<file path="src/rtl/uio_arb_pkg.sv">
// Shared types and constants for the uio pad-bus arbiter.
// Counter widths cover the full legal MAX_BURST / TURN_CYC ranges.
package uio_arb_pkg;

   typedef enum logic [1:0] {
      IDLE  = 2'd0,
      TURN  = 2'd1,
      GRANT = 2'd2
   } arb_state_e;

   localparam logic DIR_READ  = 1'b0;
   localparam logic DIR_WRITE = 1'b1;

   localparam logic [7:0] OE_ALL  = 8'hFF;
   localparam logic [7:0] OE_NONE = 8'h00;

   localparam int MAX_BURST_LIM = 15;
   localparam int TURN_CYC_LIM  = 3;
   localparam int BEAT_W = $clog2(MAX_BURST_LIM + 1);
   localparam int TURN_W = $clog2(TURN_CYC_LIM + 1);

   function automatic logic [1:0] onehot2(input logic w);
      return w ? 2'b10 : 2'b01;
   endfunction

endpackage

</file>
<file path="src/rtl/rr_arb2.sv">
// Two-way round-robin pick: a lone requester wins,
// on contention the one not granted last time wins.
module rr_arb2 (
   input  logic [1:0] req,
   input  logic       last_gnt,
   output logic       valid,
   output logic       winner
);

   // combinational winner selection
   always_comb begin
      valid  = |req;
      winner = 1'b0;
      unique case (req)
         2'b01:   winner = 1'b0;
         2'b10:   winner = 1'b1;
         2'b11:   winner = ~last_gnt;
         default: winner = 1'b0;
      endcase
   end

endmodule

</file>
<file path="src/rtl/uio_bus_arbiter.sv">
// Shares the uio pad bus between two requesters with round-robin,
// bounded bursts and a tri-stated turnaround on direction change.
module uio_bus_arbiter
   import uio_arb_pkg::*;
#(
   parameter int MAX_BURST = 4,
   parameter int TURN_CYC  = 1
) (
   input  logic        clk,
   input  logic        rst_n,
   input  logic        ena,
   input  logic [1:0]  req,
   input  logic [1:0]  req_dir,
   input  logic [15:0] req_wdata,
   output logic [1:0]  gnt,
   output logic [1:0]  rvalid,
   output logic [7:0]  rdata,
   input  logic [7:0]  uio_in,
   output logic [7:0]  uio_out,
   output logic [7:0]  uio_oe
);

   arb_state_e        state_q, state_d;
   logic              win_q, win_d;
   logic              dir_q, dir_d;
   logic              last_gnt_q, last_gnt_d;
   logic              last_dir_q, last_dir_d;
   logic [BEAT_W-1:0] beat_q, beat_d;
   logic [TURN_W-1:0] turn_q, turn_d;
   logic [1:0]        gnt_q, gnt_d;
   logic [1:0]        rvalid_q, rvalid_d;
   logic [7:0]        rdata_q, rdata_d;
   logic [7:0]        uio_out_q, uio_out_d;
   logic [7:0]        uio_oe_q, uio_oe_d;

   logic              arb_valid;
   logic              arb_win;
   logic [7:0]        wbyte;

   rr_arb2 u_rr (
      .req      (req),
      .last_gnt (last_gnt_q),
      .valid    (arb_valid),
      .winner   (arb_win)
   );

   assign wbyte = win_q ? req_wdata[15:8] : req_wdata[7:0];

   // next-state, counters and pad/read registers
   always_comb begin
      state_d    = state_q;
      win_d      = win_q;
      dir_d      = dir_q;
      last_gnt_d = last_gnt_q;
      last_dir_d = last_dir_q;
      beat_d     = beat_q;
      turn_d     = turn_q;
      rdata_d    = rdata_q;
      uio_out_d  = uio_out_q;
      rvalid_d   = 2'b00;
      uio_oe_d   = OE_NONE;
      gnt_d      = 2'b00;

      if (!ena) begin
         state_d = IDLE;
      end else begin
         unique case (state_q)
            IDLE: begin
               if (arb_valid) begin
                  win_d      = arb_win;
                  dir_d      = req_dir[arb_win];
                  last_gnt_d = arb_win;
                  last_dir_d = req_dir[arb_win];
                  beat_d     = '0;
                  if (req_dir[arb_win] != last_dir_q && TURN_CYC > 0) begin
                     state_d = TURN;
                     turn_d  = TURN_W'(TURN_CYC - 1);
                  end else begin
                     state_d = GRANT;
                  end
               end
            end
            TURN: begin
               if (turn_q == '0) begin
                  state_d = GRANT;
               end else begin
                  turn_d = turn_q - 1'b1;
               end
            end
            GRANT: begin
               if (!req[win_q]) begin
                  state_d = IDLE;
               end else begin
                  if (beat_q == BEAT_W'(MAX_BURST - 1)) begin
                     state_d = IDLE;
                  end else begin
                     beat_d = beat_q + 1'b1;
                  end
                  if (dir_q == DIR_WRITE) begin
                     uio_out_d = wbyte;
                     uio_oe_d  = OE_ALL;
                  end else begin
                     rdata_d  = uio_in;
                     rvalid_d = onehot2(win_q);
                  end
               end
            end
            default: state_d = IDLE;
         endcase
      end

      if (state_d == GRANT) begin
         gnt_d = onehot2(win_d);
      end
   end

   // state and output registers
   always_ff @(posedge clk or negedge rst_n) begin
      if (!rst_n) begin
         state_q    <= IDLE;
         win_q      <= 1'b0;
         dir_q      <= DIR_READ;
         last_gnt_q <= 1'b1;
         last_dir_q <= DIR_READ;
         beat_q     <= '0;
         turn_q     <= '0;
         gnt_q      <= 2'b00;
         rvalid_q   <= 2'b00;
         rdata_q    <= 8'h00;
         uio_out_q  <= 8'h00;
         uio_oe_q   <= OE_NONE;
      end else begin
         state_q    <= state_d;
         win_q      <= win_d;
         dir_q      <= dir_d;
         last_gnt_q <= last_gnt_d;
         last_dir_q <= last_dir_d;
         beat_q     <= beat_d;
         turn_q     <= turn_d;
         gnt_q      <= gnt_d;
         rvalid_q   <= rvalid_d;
         rdata_q    <= rdata_d;
         uio_out_q  <= uio_out_d;
         uio_oe_q   <= uio_oe_d;
      end
   end

   assign gnt     = gnt_q;
   assign rvalid  = rvalid_q;
   assign rdata   = rdata_q;
   assign uio_out = uio_out_q;
   assign uio_oe  = uio_oe_q;

endmodule

</file>
<file path="config.mk">
export PLATFORM = sky130hd
export DESIGN_NAME = uio_bus_arbiter
export DESIGN_NICKNAME = d
export VERILOG_FILES = /design/src/rtl/uio_arb_pkg.sv /design/src/rtl/rr_arb2.sv /design/src/rtl/uio_bus_arbiter.sv
export SDC_FILE = /design/constraint.sdc
export NUM_CORES = 1
export LEC_CHECK = 0
export CORE_MARGIN = 2
export CORE_UTILIZATION = 43
export CTS_CLUSTER_SIZE = 10
export DETAILED_ROUTE_END_ITERATION = 7
export PLACE_DENSITY = 0.82
export SLEW_MARGIN = 0
export SYNTH_ARGS = -nofsm -noshare
export SYNTH_HDL_FRONTEND = slang
export SYNTH_SLANG_ARGS = --single-unit
</file>
<file path="constraint.sdc">
create_clock -name clk -period 2.1 [get_ports clk]
set_input_delay 0.315 -clock clk [delete_from_list [all_inputs] [get_ports clk]]
set_output_delay 0.315 -clock clk [all_outputs]
set_load 0.02 [all_outputs]
</file>
==> results.md, run 1 <==
* Sequential area share after synthesis at 0.515
* Final hold vios at 0
* Layout Area Growth over Synthesis at 42.9%
* Rows at 21
* Synth top area cells: dfrtp_1, mux2i_1, mux2_2
* Reg2Reg Setup Slack at 450 ps
* Num CTS Buffers at 5
* Final wirelength at 3210 um
* Worst path top cell family by delay: buffers and inverters
* Overflow after GRT at 0
* Peak VDD IR at 0.634 mV
* Via total after detailed routing at 1234
* CP Depth at 1
* Place WS at 75.5 ps
* DRC at 0
* Clock Pin Slew Worst Setup and Hold Paths at 90 ps
* CTS H-tree depth at 2
* Max stage delay on crit path at 640 ps
* Adder-cell share of the synthesized area at 0.0161
* Pwr Density at 1220 nW/um^2
* GPL Wtd Cong at 0.927
* Top cell type's share of synthesized area at 0.498
* Final min period at 1730 ps
* Dpl hpwl at 2550 um
* Fin util at 0.651
* Hold Buf Count CTS at 0
* Post-synth EDFFs at 0
* Critical path's slowest cell: clkdlybuf4s50_1
* F_max at 0.580 GHz
* Startpoint types: flop
* Buffers on Ports at 58
* Seq cells post-synth at 32
* Hold Crit Class: input pin to async pin
* Drt pass-1 iters at 2
* Post-Syn Area at 1560 um^2
* Root Buffer Master: clkbuf_4
* Multiplexer share of the synthesized area at 0.142
* Post-DRT Antenna Nets at 0
* Leak Pwr at 0.997 nW
* Vias in the first global route at 1192
* RSZ-0062 raised after global routing: false
* Crit Path Class: flop to output pin
* Crit path buffers/inverters at 1
* Global-route wire length before repair at 5210 um
* Leading cell type by number of instances after synthesis: dfrtp_1
* Die height at 64.2 um
* Tot GR Track Use at 0.166
* Initial antenna violation count at 0
* Synth Area in XOR/XNOR at 0.00563
* Syn nets at 174
* Die width at 64.2 um
* # fillers at 266
* Worst rel slew slack at 0.647
* Diode count at 0
* Worst reg2reg path depth at 3
* Setup TNS at 0 ps
* Required @ worst endpoint at 1780 ps
* Max-slew violation count at 0
* Setup Skew at 8.44 ps
* Most frequent cells after synthesis: dfrtp_1, nand2_1, mux2i_1, o21ai_0, mux2_2
* Post-CTS resize count at 0
* Clk sinks at 32
* Synth Area in Simple Gates at 0.137
* Reg2Reg Capture Point: rdata[0]
* Compound-Gate Fraction of Synth Area at 0.127
* Status: finished clean
* Worst hold slack at 357 ps
* Routed vias/inst at 4.98
* CTS tree: done
* Share of cells above drive strength 1 at 0.129
* Syn_area_per_cell at 11.0 um^2
* Main combinational cell family by area after synthesis: multiplexers
* Unique masters post-synth at 37
* PnR worst setup slack at 374 ps
* Worst-Margin Slew at 528 ps
* Worst Path Arrival at 1410 ps
* Tcrit/Tclk final at 0.822
* Nets at 234
* Power after layout at 2.71 mW
* Pin count of the biggest net entering global routing at 33
* Core ar. at 3420 um^2
* CP max FO at 8
* Max-Cap Viols at 0
* Synthesis warning total at 0
* Reg2reg start: state_q[0]
* Post-synth ARST share at 1.00
* DIE AREA at 4120 um^2
* # Post-CTS Setup Buffers at 0
* Initial Utilization at 0.456
* IO Pins at 59
* Max Root-Sink Buffers at 2
* WL/cell at 13.0 um
* Setup crit end kind: output pin
* Clk_lat worst skew at 330 ps
* Cell Chain, Critical Path: clkdlybuf4s50_1
* Post-synthesis cell count at 141
* Synth area leader: dfrtp_1
* Final setup fails at 0
* Main synth FF type: dfrtp_1
* Initial DRC count at 18
routing by layer:
metal / vias to the layer above / track usage / wire length (um)
li1: 609 / - / -
met5: - / 0 / 0
met2: 39 / 0.283 / 1620
met3: 8 / 0.0423 / 183
met4: 0 / 0.0851 / 70
met1: 578 / 0.191 / 1330
area by class of cell:
class / count / area [um^2] / area share
Clock buffer: 8 / 58.8 / 0.0264
Timing Repair Buffer: 63 / 618 / 0.278
Inverter: 6 / 22.5 / 0.0101
Multi-Input combinational cell: 93 / 666 / 0.299
Sequential cell: 32 / 802 / 0.361
Tap cell: 46 / 57.6 / 0.0259
where the power goes:
group          total [mW]  switching (mW)  internal, mW
clock               0.357           0.192         0.165
sequential           1.03           0.169         0.863
combinational        1.32           0.645         0.672
total                2.71            1.01          1.70
cell families after synthesis:
logic type / Yosys count
DFF: 32
AOI/OAI and AO/OA: 30
buffers and inverters: 16
muxes: 21
adders and majority gates: 2
and+or+nand+nor: 39
xor gates and xnor gates: 1
placed cells by master, fill, tap and decap left out, types with 2 or more instances in the layout:
cell type         n
or2b_1            2
ha_1              2
clkbuf_1          2
clkbuf_4          5
nand3_1           4
nor2b_1           3
dfrtp_1          31
o21bai_1          2
o21ai_0          12
nand2_1          16
nand2b_1          3
buf_4             5
clkdlybuf4s50_1  58
mux2_2            9
mux2i_1          12
o311a_1           2
a31oi_1           2
inv_1             6
a21oi_1           5
and3_1            2
sequential cells by signal, summed over array words and instances, names as in the netlist, 2 cells and up:
register  count
gnt           2
uio_out       8
turn_q        2
state_q       2
rdata         8
beat_q        4
rvalid        2
worst reg2reg max path, stage by stage, from the launching register on:
cell and delay, ps:
dfrtp_1 460, and3b_1 270, and3_1 420, mux2_2 390
worst max-delay path by stage:
stage	start	end
after global routing	uio_oe[6]	uio_oe[5]
final	uio_oe[6]	uio_oe[5]
after detailed placement	req[0]	rdata[0]
after global placement	req[0]	rdata[0]
after floorplan	beat_q[0]	gnt[0]
after CTS	uio_oe[6]	uio_oe[5]
per-stage QoR:
| stage | cell area (um^2) | std cells |
|---|---|---|
| after floorplan | 1560 | 141 |
| after global placement | 2170 | 240 |
| after detailed placement | 2170 | 240 |
| after CTS | 2220 | 248 |
| after global routing | 2220 | 248 |
| final | 2220 | 248 |
Power figures use the tool's default switching activity.
==> run 2: changes to the inputs <==
==> constraint.sdc (replaced) <==
create_clock -name clk -period 1.6 [get_ports clk]
set_input_delay 0.24 -clock clk [delete_from_list [all_inputs] [get_ports clk]]
set_output_delay 0.24 -clock clk [all_outputs]
set_load 0.02 [all_outputs]
==> results.md, run 2 (same netlist as run 1, synthesis figures left out) <==
* Status: finished clean
* CP Depth at 1
* Place WS at -281 ps
* Global-route wire length before repair at 5800 um
* Max-slew violation count at 0
* GPL Wtd Cong at 0.830
* Worst path top cell family by delay: buffers and inverters
* Pin count of the biggest net entering global routing at 33
* Hold Crit Class: input pin to async pin
* Dpl hpwl at 2630 um
* Most common cell after layout, fill and taps aside: clkdlybuf4s50_1
* Max stage delay on crit path at 620 ps
* Routed vias/inst at 5.00
* Placed cell areas at 2260 um^2
* Tot GR Track Use at 0.183
* Post-DRT Antenna Nets at 0
* Fin cells at 258
* Leak Pwr at 1.16 nW
* Drt pass-1 iters at 4
* Final min period at 1560 ps
* Pwr Density at 1640 nW/um^2
* Diode count at 0
* Layout Area Growth over Synthesis at 52.7%
* Max-Cap Viols at 0
* IO Pins at 59
* Worst Path Arrival at 1320 ps
* Placed cell count at 249
* Setup crit end kind: output pin
* CP max FO at 2
* WL/cell at 13.2 um
* PnR worst setup slack at 38.6 ps
* Die height at 64.2 um
* Power after layout at 3.89 mW
* Buffers on Ports at 58
* Peak VDD IR at 0.895 mV
* Worst-Margin Slew at 301 ps
* F_max at 0.640 GHz
* Met2 WL post-DR at 1780 um
* Initial DRC count at 19
* # fillers at 273
* Initial Utilization at 0.456
* Critical path's slowest cell: clkdlybuf4s50_1
* Core ar. at 3420 um^2
* Cell Chain, Critical Path: clkdlybuf4s50_1
* Clk sinks at 32
* Met3 wire len at 158 um
* Initial antenna violation count at 0
* Design area at 2380 um^2
* Startpoint types: flop
* Rows at 21
* Num CTS Buffers at 5
* Root Buffer Master: clkbuf_4
* Setup Skew at 4.20 ps
* WL met1 at 1410 um
* Worst hold slack at 256 ps
* Overflow after GRT at 0
* Max Root-Sink Buffers at 2
* Required @ worst endpoint at 1360 ps
* Crit Path Class: flop to output pin
* Commonest cells after routing, fill and taps aside: clkdlybuf4s50_1, dfrtp_1, nand2_1
* DIE AREA at 4120 um^2
* Nets at 244
* Clock Pin Slew Worst Setup and Hold Paths at 100 ps
* DRC at 0
* Vias in the first global route at 1279
* CTS tree: done
* Top layer used by detailed routing: met4
* Worst reg2reg path depth at 5
* Tcrit/Tclk final at 0.976
* Clk_lat worst skew at 330 ps
* Share of cells above drive strength 1 at 0.203
* CTS H-tree depth at 2
* Final setup fails at 0
* Hold Buf Count CTS at 0
* Final hold vios at 0
* Worst rel slew slack at 0.798
* Crit path buffers/inverters at 1
* Final wirelength at 3400 um
* Die width at 64.2 um
* Via total after detailed routing at 1290
[run 2: cell count changes in the layout (fill, tap and decap cells not counted), moves of 2 or more]
cell,before,now
dlygate4sd2_1,0,8
dlymetal6s2s_1,0,3
buf_12,0,2
buf_4,5,13
clkbuf_1,2,0
clkdlybuf4s50_1,58,47
[run 2: layout make-up]
| type | instances | area (um^2) | area share |
|---|---|---|---|
| clock buffer | 7 | 65.1 | 0.0274 |
| clock inverter | 1 | 30.0 | 0.0126 |
| inverter | 6 | 22.5 | 0.00947 |
| multi-input combinational | 93 | 683 | 0.287 |
| sequential | 32 | 803 | 0.338 |
| tap | 46 | 57.6 | 0.0242 |
| timing repair buffer | 73 | 716 | 0.301 |
[run 2: path summary, 6_finish.rpt]
path | from | to | slack [ps]
hold reg to reg | uio_out[5] | uio_out[5] | 490
hold / removal | rst_n | uio_out[4] | 260
setup / recovery | uio_out[4] | uio_out[4] | 40
setup reg to reg | beat_q[1] | gnt[0] | 60
max in group asynchronous | rst_n | last_gnt_q | 1110
min in group clk | uio_out[5] | uio_out[5] | 490
[run 2: per-layer routing]
layer  global-route usage  vias up
li1                     -      629
met1                0.219      617
met2                0.322       37
met3               0.0387        7
met4               0.0718        0
met5                    0        -
[run 2: metrics by stage]
stage	TNS, ps	utilization
2_1_floorplan	0	-
3_3_place_gp	-2800	0.661
3_5_place_dp	-4420	0.661
4_1_cts	0	0.686
5_1_grt	-1.20	0.696
6_report	0	0.696
[run 2: report_power, final]
part | switching (mW) | leakage, nW | internal (mW)
combinational | 0.907 | 0.694 | 0.966
sequential | 0.200 | 0.412 | 1.13
clock | 0.271 | 0.0515 | 0.415
total | 1.38 | 1.16 | 2.52
[run 2: repair_timing]
action,in CTS,in global routing
gates resized for setup,10,9
hold endpoints to repair,0,0
setup endpoints to repair,10,18
setup buffers,0,1
pin swaps,0,1
==> run 3: changes to the inputs <==
--- a/config.mk
+++ b/config.mk
@@ -10,7 +10,8 @@
 export CTS_CLUSTER_SIZE = 10
 export DETAILED_ROUTE_END_ITERATION = 7
 export PLACE_DENSITY = 0.82
-export SLEW_MARGIN = 0
+export SKIP_CTS_REPAIR_TIMING = 1
+export SLEW_MARGIN = 20
 export SYNTH_ARGS = -nofsm -noshare
 export SYNTH_HDL_FRONTEND = slang
 export SYNTH_SLANG_ARGS = --single-unit
==> results.md, run 3 (same netlist as run 1, synthesis figures left out) <==
* Status: finished clean
* Worst rel slew slack at 0.800
* Nets at 246
* Reg2Reg Setup Slack at 60 ps
* CP max FO at 2
* Place WS at -281 ps
* Setup crit end kind: output pin
* Routed vias/inst at 5.01
* Layout Area Growth over Synthesis at 55.3%
* Final wirelength at 3520 um
* Dpl hpwl at 2630 um
* Fin cells at 260
* Max-Cap Viols at 0
* Rows at 21
* Setup Skew at 4.79 ps
* Final setup fails at 0
* Design area at 2420 um^2
* Startpoint types: flop
* Buffers on Ports at 58
* Pwr Density at 1620 nW/um^2
* Tot GR Track Use at 0.183
* Placed cell count at 249
* Core ar. at 3420 um^2
* F_max at 0.640 GHz
* Initial Utilization at 0.456
* Critical path's slowest cell: clkdlybuf4s50_1
* Final min period at 1560 ps
* Final hold vios at 0
* Leak Pwr at 1.28 nW
* Hold Crit Class: input pin to async pin
* Crit path buffers/inverters at 1
* Tcrit/Tclk final at 0.976
* IO Pins at 59
* Crit Path Class: flop to output pin
* Vias in the first global route at 1278
* Clk sinks at 32
* WL/cell at 13.5 um
* Peak VDD IR at 0.889 mV
* Diode count at 0
* Most common cell after layout, fill and taps aside: clkdlybuf4s50_1
* Die height at 64.2 um
* Cell Chain, Critical Path: clkdlybuf4s50_1
* Num CTS Buffers at 5
* Max-slew violation count at 0
* Crit. Startpoint: uio_out[4]
* Max stage delay on crit path at 620 ps
* Reg2reg start: beat_q[1]
* Overflow after GRT at 0
* Worst-Margin Slew at 299 ps
* Root Buffer Master: clkbuf_4
* Worst path top cell family by delay: buffers and inverters
* Placed cell areas at 2260 um^2
* Die width at 64.2 um
* DIE AREA at 4120 um^2
* Share of cells above drive strength 1 at 0.210
* DRC at 0
* Pin count of the biggest net entering global routing at 33
* Global-route wire length before repair at 5790 um
* CTS H-tree depth at 2
* Post-DRT Antenna Nets at 0
* Power after layout at 3.92 mW
* Commonest cells after routing, fill and taps aside: clkdlybuf4s50_1, dfrtp_1, nand2_1
* GPL Wtd Cong at 0.830
* Required @ worst endpoint at 1360 ps
* Clock Pin Slew Worst Setup and Hold Paths at 100 ps
* Worst Path Arrival at 1320 ps
* Via total after detailed routing at 1303
* Initial DRC count at 31
* Initial antenna violation count at 0
* Setup TNS at 0 ps
* Clk_lat worst skew at 330 ps
* Drt pass-1 iters at 4
* CTS tree: done
* PnR worst setup slack at 38.6 ps
* Max Root-Sink Buffers at 2
-- run 3: layer usage --
layer	up-vias	wire length, um	global-route usage
li1	634	-	-
met1	625	1430	0.219
met2	37	1870	0.322
met3	7	165	0.0387
met4	0	55	0.0718
met5	-	0	0
-- run 3: final cells by class --
cell class | instances | area [um^2]
Tap cell | 46 | 57.6
Sequential cell | 32 | 803
Clock inverter | 1 | 30.0
Timing Repair Buffer | 75 | 761
Multi-Input combinational cell | 93 | 678
Fill cell | 261 | 998
Inverter | 6 | 22.5
Clock buffer | 7 | 65.1
-- run 3: metrics by stage --
stage	hold WS, ps	util
after global routing	270	0.708
after CTS	262	0.689
after detailed placement	471	0.661
after floorplan	-55.6	-
final	256	0.708
after global placement	461	0.661
-- run 3: power breakdown --
part           leakage (nW)  internal (mW)  switching [mW]
Sequential            0.412           1.13           0.187
Clock                0.0515          0.415           0.269
Combinational         0.811          0.992           0.925
-- run 3: worst paths after layout --
kind / to / cells after the start
setup / recovery: uio_out[4] / 1
min in group clk: uio_out[5] / 2
hold / removal: uio_out[4] / 2
setup reg to reg: gnt[0] / 5
hold reg to reg: uio_out[5] / 2
max in group asynchronous: last_gnt_q / 2
